--- src/rtl/vend_pkg.sv ---
// Shared types and constants for the vending controller: FSM states, coin
// encodings, coin values and the default price table.
package vend_pkg;

  typedef enum logic [1:0] {
    ST_IDLE,
    ST_CREDIT,
    ST_DISPENSE,
    ST_CHANGE
  } vend_state_t;

  localparam logic [1:0] COIN_NONE = 2'b00;
  localparam logic [1:0] COIN_5    = 2'b01;
  localparam logic [1:0] COIN_10   = 2'b10;

  localparam int VAL_5  = 5;
  localparam int VAL_10 = 10;

  localparam int DEF_N_PROD   = 4;
  localparam int DEF_CREDIT_W = 6;

  // Entry i sits at bits [i*CREDIT_W +: CREDIT_W]; product 0 costs 15.
  localparam logic [DEF_N_PROD*DEF_CREDIT_W-1:0] DEF_PRICE_VEC =
    {6'd35, 6'd25, 6'd20, 6'd15};

  // Value of a coin encoding; the invalid code 2'b11 is worth nothing.
  function automatic int coin_value(input logic [1:0] code);
    case (code)
      COIN_5:  return VAL_5;
      COIN_10: return VAL_10;
      default: return 0;
    endcase
  endfunction

endpackage

--- src/rtl/vend_change_seq.sv ---
// Change-return sequencer: greedy ₹10/₹5 coin selection and the
// chg_req/chg_ack handshake, with a one-cycle low gap between coins.
module vend_change_seq
  import vend_pkg::*;
#(
  parameter int CREDIT_W = DEF_CREDIT_W
) (
  input  logic                clk,
  input  logic                reset_n,
  input  logic                start,
  input  logic [CREDIT_W-1:0] credit,
  input  logic                chg_ack,
  output logic                chg_req,
  output logic [1:0]          chg_coin,
  output logic                done,
  output logic [CREDIT_W-1:0] dec
);

  typedef enum logic [1:0] {
    CS_IDLE,
    CS_GAP,
    CS_REQ
  } phase_t;

  localparam logic [CREDIT_W-1:0] V10 = CREDIT_W'(VAL_10);

  phase_t     phase, phase_nx;
  logic       chg_req_nx;
  logic [1:0] chg_coin_nx;

  // NOTE: sequential state uses non-blocking assignments so every flop
  // samples pre-edge values regardless of statement order.
  always_ff @(posedge clk) begin
    if (!reset_n) begin
      phase    <= CS_IDLE;
      chg_req  <= 1'b0;
      chg_coin <= COIN_NONE;
    end else begin
      phase    <= phase_nx;
      chg_req  <= chg_req_nx;
      chg_coin <= chg_coin_nx;
    end
  end

  // NOTE: every variable is given a default before the case so no path
  // leaves it unassigned and no latch is inferred.
  always_comb begin
    phase_nx    = phase;
    chg_req_nx  = chg_req;
    chg_coin_nx = chg_coin;
    done        = 1'b0;
    dec         = '0;
    case (phase)
      CS_IDLE: begin
        if (start) phase_nx = CS_GAP;
      end
      CS_GAP: begin
        // Credit here already reflects the last ejected coin.
        if (credit == '0) begin
          done     = 1'b1;
          phase_nx = CS_IDLE;
        end else begin
          chg_req_nx  = 1'b1;
          chg_coin_nx = (credit >= V10) ? COIN_10 : COIN_5;
          phase_nx    = CS_REQ;
        end
      end
      CS_REQ: begin
        if (chg_ack) begin
          chg_req_nx  = 1'b0;
          chg_coin_nx = COIN_NONE;
          dec         = CREDIT_W'(coin_value(chg_coin));
          done        = (credit <= dec);
          phase_nx    = done ? CS_IDLE : CS_GAP;
        end
      end
      default: phase_nx = CS_IDLE;
    endcase
  end

endmodule

--- src/rtl/vend_controller.sv ---
// Multi-product vending controller: credit accumulation, price check,
// dispenser handshake and coin-by-coin change return.
// Define VEND_TIMEOUT_EN to refund credit after TIMEOUT_CYC idle cycles.
module vend_controller
  import vend_pkg::*;
#(
  parameter int N_PROD      = DEF_N_PROD,
  parameter int CREDIT_W    = DEF_CREDIT_W,
  parameter int MAX_CREDIT  = 50,
  parameter logic [N_PROD*CREDIT_W-1:0] PRICE_VEC = DEF_PRICE_VEC,
  parameter int TIMEOUT_CYC = 1000,
  localparam int SEL_W      = $clog2(N_PROD)
) (
  input  logic                clk,
  input  logic                reset_n,
  input  logic [1:0]          money,
  input  logic                sel_valid,
  input  logic [SEL_W-1:0]    sel_id,
  input  logic                cancel,
  output logic                disp_req,
  output logic [SEL_W-1:0]    disp_id,
  input  logic                disp_ack,
  output logic                chg_req,
  output logic [1:0]          chg_coin,
  input  logic                chg_ack,
  output logic [CREDIT_W-1:0] credit,
  output logic                busy,
  output logic                coin_reject,
  output logic                err_insufficient
);

  if (MAX_CREDIT > (2**CREDIT_W) - 1 || (MAX_CREDIT % 5) != 0) begin : g_bad_max_credit
    $error("vend_controller: MAX_CREDIT must fit CREDIT_W and be a multiple of 5");
  end
  if (TIMEOUT_CYC < 1) begin : g_bad_timeout
    $error("vend_controller: TIMEOUT_CYC must be at least 1");
  end

  localparam logic [CREDIT_W:0] MAX_SUM = (CREDIT_W+1)'(MAX_CREDIT);

  function automatic logic [CREDIT_W-1:0] price_of(input logic [SEL_W-1:0] id);
    logic [CREDIT_W-1:0] p;
    p = '0;
    for (int i = 0; i < N_PROD; i++) begin
      if (id == SEL_W'(i)) p = PRICE_VEC[i*CREDIT_W +: CREDIT_W];
    end
    return p;
  endfunction

  vend_state_t         state, state_nx;
  logic [CREDIT_W-1:0] credit_nx;
  logic                disp_req_nx;
  logic [SEL_W-1:0]    disp_id_nx;
  logic                coin_reject_nx;
  logic                err_nx;
  logic                chg_start;
  logic                chg_done;
  logic [CREDIT_W-1:0] chg_dec;

  logic                coin_valid;
  logic [CREDIT_W:0]   coin_sum;
  logic                coin_fits;
  logic [CREDIT_W-1:0] sel_price;
  logic                sel_ok;

  assign coin_valid = (money == COIN_5) || (money == COIN_10);
  assign coin_sum   = {1'b0, credit} + (CREDIT_W+1)'(coin_value(money));
  assign coin_fits  = (coin_sum <= MAX_SUM);
  assign sel_price  = price_of(sel_id);
  // An out-of-range id has no price and is reported as insufficient.
  assign sel_ok     = (int'(sel_id) < N_PROD) && (credit >= sel_price);

`ifdef VEND_TIMEOUT_EN
  localparam int TMO_W = $clog2(TIMEOUT_CYC + 1);
  logic [TMO_W-1:0] tmo_cnt, tmo_cnt_nx;
`endif

  vend_change_seq #(
    .CREDIT_W (CREDIT_W)
  ) u_change (
    .clk      (clk),
    .reset_n  (reset_n),
    .start    (chg_start),
    .credit   (credit),
    .chg_ack  (chg_ack),
    .chg_req  (chg_req),
    .chg_coin (chg_coin),
    .done     (chg_done),
    .dec      (chg_dec)
  );

  always_ff @(posedge clk) begin
    if (!reset_n) begin
      state            <= ST_IDLE;
      credit           <= '0;
      disp_req         <= 1'b0;
      disp_id          <= '0;
      busy             <= 1'b0;
      coin_reject      <= 1'b0;
      err_insufficient <= 1'b0;
`ifdef VEND_TIMEOUT_EN
      tmo_cnt          <= '0;
`endif
    end else begin
      state            <= state_nx;
      credit           <= credit_nx;
      disp_req         <= disp_req_nx;
      disp_id          <= disp_id_nx;
      busy             <= (state_nx == ST_DISPENSE) || (state_nx == ST_CHANGE);
      coin_reject      <= coin_reject_nx;
      err_insufficient <= err_nx;
`ifdef VEND_TIMEOUT_EN
      tmo_cnt          <= tmo_cnt_nx;
`endif
    end
  end

  always_comb begin
    state_nx       = state;
    credit_nx      = credit;
    disp_req_nx    = disp_req;
    disp_id_nx     = disp_id;
    coin_reject_nx = 1'b0;
    err_nx         = 1'b0;
    chg_start      = 1'b0;
`ifdef VEND_TIMEOUT_EN
    tmo_cnt_nx     = '0;
`endif
    case (state)
      ST_IDLE: begin
        if (sel_valid) err_nx = 1'b1;
        if (coin_valid) begin
          if (coin_fits) begin
            credit_nx = coin_sum[CREDIT_W-1:0];
            state_nx  = ST_CREDIT;
          end else begin
            coin_reject_nx = 1'b1;
          end
        end
      end
      ST_CREDIT: begin
        // cancel beats select beats coin; a losing coin is bounced.
        if (cancel) begin
          coin_reject_nx = coin_valid;
          chg_start      = 1'b1;
          state_nx       = ST_CHANGE;
        end else if (sel_valid) begin
          coin_reject_nx = coin_valid;
          if (sel_ok) begin
            credit_nx   = credit - sel_price;
            disp_req_nx = 1'b1;
            disp_id_nx  = sel_id;
            state_nx    = ST_DISPENSE;
          end else begin
            err_nx = 1'b1;
          end
        end else if (coin_valid) begin
          if (coin_fits) credit_nx = coin_sum[CREDIT_W-1:0];
          else           coin_reject_nx = 1'b1;
        end
`ifdef VEND_TIMEOUT_EN
        else if (tmo_cnt == TMO_W'(TIMEOUT_CYC - 1)) begin
          chg_start = 1'b1;
          state_nx  = ST_CHANGE;
        end else begin
          tmo_cnt_nx = tmo_cnt + 1'b1;
        end
`endif
      end
      ST_DISPENSE: begin
        coin_reject_nx = coin_valid;
        if (disp_ack) begin
          disp_req_nx = 1'b0;
          if (credit != '0) begin
            chg_start = 1'b1;
            state_nx  = ST_CHANGE;
          end else begin
            state_nx = ST_IDLE;
          end
        end
      end
      ST_CHANGE: begin
        coin_reject_nx = coin_valid;
        credit_nx      = credit - chg_dec;
        if (chg_done) state_nx = ST_IDLE;
      end
      default: state_nx = ST_IDLE;
    endcase
  end

endmodule

--- config.mk ---
export PLATFORM = sky130hd
export DESIGN_NAME = vend_controller
export DESIGN_NICKNAME = d
export VERILOG_FILES = /design/src/rtl/vend_pkg.sv /design/src/rtl/vend_change_seq.sv /design/src/rtl/vend_controller.sv
export SDC_FILE = /design/constraint.sdc
export NUM_CORES = 1
export LEC_CHECK = 0
export ABC_AREA = 1
export ABC_CLOCK_PERIOD_IN_PS = 7100
export CORE_MARGIN = 3
export CORE_UTILIZATION = 57
export CTS_BUF_LIST = sky130_fd_sc_hd__clkbuf_4 sky130_fd_sc_hd__clkbuf_8
export DETAILED_ROUTE_END_ITERATION = 8
export PLACE_DENSITY = 0.81
export SYNTH_ARGS = -nofsm -noshare
export SYNTH_HDL_FRONTEND = slang
export SYNTH_SLANG_ARGS = --single-unit
--- constraint.sdc ---
create_clock -name clk -period 7.1 [get_ports clk]
set_input_delay 2.13 -clock clk [delete_from_list [all_inputs] [get_ports clk]]
set_output_delay 2.13 -clock clk [all_outputs]
set_load 0.1 [all_outputs]
Word-level counts from Yosys, hierarchy flattened. Cells that the tools add are included.

Bitwise logic cells: 1. Add/sub/neg operators: 3. Equality and inequality tests: 22. Reduce and logical (&&, ||, !) cells: 16. Multiplexer cells: 59. $lt $le $gt $ge: 4.

Operators with widths (number): $mux W6 (12); $mux W2 (14); $mux W1 (20); $eq A2 B2 Y1 const B (9); $pmux W6 S3 (1); $pmux W4 S2 (2); $ne A2 B2 Y1 const B (7); $sub A6 B6 Y6 (2); $eq A2 B1 Y1 const B (5); $pmux W1 S2 (5); $pmux W2 S4 (1); $add A6 B7 Y7 (1); $le A7 B6 Y1 const B (1); $ge A6 B4 Y1 const B (1); $ge A6 B6 Y1 (1); $le A6 B6 Y1 (1); $logic_not A2 Y1 (3); $logic_not A6 Y1 (1); $pmux W2 S3 (1); $reduce_and A3 Y1 (2); $reduce_bool A6 Y1 (1); $reduce_and A5 Y1 (1); $mux W4 (1); $pmux W2 S2 (1); other kinds (9) (11).

Input port bits: 10. Word-level logic and storage cells: 115. Bits in registers: 19. Output and inout port bits: 15.

Logic depth before layout (Yosys ltp).
Depth in word-level cells: 12. Mapped depth: 20. Depth with buffers taken out: 20.

Hierarchy. From an unflattened synthesis, not the netlist that was laid out.

Cell total of the unflattened synthesis: 347. Area, all modules: 2260.9 µm².

By module, submodules not included: vend_controller (seq. area each 260.2 µm², times used 1, area an instance 1755.4 µm², cells each 271); vend_change_seq (seq. area each 100.1 µm², times used 1, area an instance 505.5 µm², cells each 76).

Least setup slack after synthesis. No wires, ideal clock.

Path type: input to register. Start point: input sel_id[1]. End point: register credit[1]. Stages: 14. Path slack: 3052 ps. Arrival: 3923 ps. Data required time: 6975 ps. Library setup time: 125 ps. Cells stage by stage: inv_1 > ha_1 > inv_1 > ha_1 > nand2_1 > inv_1 > a21boi_0 > nand3_1 > inv_1 > nand2_1 > o211ai_1 > inv_1 > o21ai_0 > a21oi_2.

Cells in the longest elaborated chain, start to end: 10.

RTL lines: start, declared (line vend_controller.sv:18) `input logic [SEL_W-1:0] sel_id,`; $logic_not A2 Y1 (line vend_controller.sv:45) `if (id == SEL_W'(i)) p = PRICE_VEC[i*CREDIT_W +: CREDIT_W];`; $mux W4 (line vend_controller.sv:45); $mux W6 (2 in series) (line vend_controller.sv:45); $mux W6 * (line vend_controller.sv:45); $sub A6 B6 Y6 (line vend_controller.sv:150) `credit_nx = credit - sel_price;`; $mux W6 (line vend_controller.sv:149) `if (sel_ok) begin`; $mux W6 (line vend_controller.sv:147) `end else if (sel_valid) begin`; $mux W6 (line vend_controller.sv:143) `if (cancel) begin`; $pmux W6 S3 (line vend_controller.sv:129) `case (state)`; end signal, assigned (line vend_controller.sv:106) `credit <= credit_nx;`; end, declared (line vend_controller.sv:26) `output logic [CREDIT_W-1:0] credit,`.

Every way passes the cells marked *; elsewhere a longest branch is shown, timed or not. The select of a mux whose other input is x is not followed. A chain may end at the register's enable or synchronous reset.

Final worst setup path.
Start point: input sel_id[0]. End point: register credit[1].

The elaborated chain is that of the path after synthesis.

==> reports/metrics.yaml <==
synth_area_um2: 2050
insertion_delay_ns: 0.31
rsz0062_at_grt: "no"
fp.dieH_um: 66
grt-ovfl-total: 0
period_needed_ns: 4.61
p_leak_nw: 1.19
status: "complete, no violations"
drc_errors: 0
hold_slack_ns: 0.462
avgViaCountPerCell: 5.41
syn-mean-instance-area_um2: 6.41
cap_violations: 0
ys_seq_area_share_pct: 17.6
cts_resized: 0
powerDensity_nw_per_um2: 408
end_kind: "flop"
cts.sinks: 18
clkTransAtPathRegs_ns: 0.12
areaGrowthSynthToFinish_pct: 16.1
yosysTopAreaCellShare_pct: 19.5
io_pins: 25
antenna_left: 0
crit_required_ns: 7.30
relSlewSlack_pct: 35.4
initial_utilization_pct: 60.5
fp.dieW_um: 66
gr-usage-all-layers_pct: 24.9
grt_max_degree: 12
ir_drop_uv: 325
diodes: 0
synthTopCellsByArea: "ha_1, dfxtp_1, nand2_1, inv_1, nand3_1"
grt_pass1_vias: 1896
layout_commonest_cell: "nand2_1"
slew_violations: 0
drtPass1Iterations: 4
core-area_um2: 3390
worst-slew-pin-transition_ns: 0.967
ys.warnings.count: 0
tns_ns: 0
die-area_um2: 4360
worstPathMaxFanout: 7
htree_num_levels: 1
syn_inst: 320
layout-drive-gt1-share_pct: 4.32
wl_um: 5060
cts_hold_buf: 0
synth_largest_area_cell: "ha_1"
multi_input_area_um2: 1470
max_stage_delay_ns: 0.56
finalHoldViolations: 0
post_cts_buffers: 0
drtIter0Drc: 122
fillers: 316
fmax_mhz: 217
vias: 2128
ys_types: 32
hold_path.class: "reg -> reg"
fin_crit_sh_pct: 64.9
syn_nets: 364
path_class: "in -> reg"
finalSetupViolCount: 0
skew_ns: 0.00354
grt_pass1_wl_um: 8620
slowest_stage: "clkdlybuf4s50_1"
rows: 21
synth-seq-cells: 18
antenna_found_initial: 0
ff_latch_area_um2: 360
crit_chain: "clkdlybuf4s50_1 > inv_1 > ha_1 > inv_1 > ha_1 > nand2_1 > inv_1 > a21boi_0 > nand3_1 > inv_1 > nand2_1 > o211ai_1 > inv_1 > o21ai_0 > a21oi_2"
power_mw: 0.973
setup_ws_ns: 2.49
cts_buffers: 3
crit_top_cell: "inv_1"
place_hpwl_um: 4070
cts-root-buf: "clkbuf_4"
tritoncts: "done"
gp_congestion: 0.931
port_buffers: 24
worstSetupStartpointType: "input pin"
mostFrequentLayoutCells: "nand2_1, inv_1, nand3_1"
critPathArrivalTime_ns: 4.81
cts.path.max_buffers: 2
layout.nets: 392
post-place-ws_ns: 2.15
avgRoutedWirePerCell_um: 12.9
## worst max-delay path: cells and delay by family
kind | cells | cell delay, ns
and+or+nand+nor | 3 | 0.25
buffers and inverters | 6 | 1.07
adders and majority gates | 2 | 0.67
AOI/OAI and AO/OA | 4 | 0.69
## through the flow
| step | area, µm² | std cells | util [%] |
|---|---|---|---|
| after floorplan | 2050 | 320 | - |
| after global placement | 2350 | 389 | 69.2 |
| after detailed placement | 2350 | 389 | 69.2 |
| after CTS | 2380 | 393 | 70.3 |
| after global routing | 2380 | 393 | 70.3 |
| final | 2380 | 393 | 70.3 |
## path summary, 6_finish.rpt
kind / start / endpoint / slack (ns) / cells past startpoint
worst max-delay path: sel_id[0] / credit[1] / 2.49 / 15
worst min-delay path: disp_req / disp_req / 0.46 / 2
worst max register to register: credit[1] / credit[0] / 4.63 / 14
worst min register to register: disp_req / disp_req / 0.46 / 2
## synthesized netlist by cell type
cell and instances:
nor2_2 1, o22ai_1 2, nand4_1 4, o221ai_1 1, a21boi_0 1, nand2_2 3
nand3b_1 1, nor2_1 19, inv_2 1, clkbuf_1 1, o21ai_0 21, a21oi_2 2
nand2_1 67, ha_1 32, or2_2 1, a21boi_1 1, a21oi_1 31, inv_1 57
nand2_4 2, a221oi_1 2, o211ai_1 2, nor3_1 4, o31ai_1 1, dfxtp_1 18
nand3_2 1, clkinv_1 1, and2_1 1, xnor2_1 2, nand3_1 33, o311ai_0 1
xor2_1 4, fa_1 2
## metal layers
| metal | track usage, % | part of all wire, % |
|---|---|---|
| met5 | 0 | 0 |
| met4 | 2.28 | 0.49 |
| met3 | 4.08 | 7.5 |
| met2 | 39.4 | 44 |
| met1 | 36.6 | 48 |
## layout make-up
cell class	instances	area share [%]
clock buffers	4	1.52
inverters	59	9.30
multi-input cells	242	61.6
flip-flops and latches	18	15.1
well taps	46	2.42
repair buffers	24	10.1
## kinds of logic (layout without fill, tap and decap cells)
logic type / Yosys count / after routing / share of synthesized area, %
xor gates and xnor gates: 6 / 6 / 2.56
and+or+nand+nor: 137 / 137 / 29.8
DFF: 18 / 18 / 17.6
adders and majority gates: 34 / 34 / 21.5
buffers and inverters: 60 / 87 / 11.0
AOI/OAI and AO/OA: 65 / 65 / 17.7
## power breakdown
part / internal (mW) / total [mW] / switching [mW]
combinational: 0.218 / 0.720 / 0.503
clock: 0.0313 / 0.0688 / 0.0375
sequential: 0.132 / 0.184 / 0.0515
Note: power is estimated with default switching activity, not from simulation.
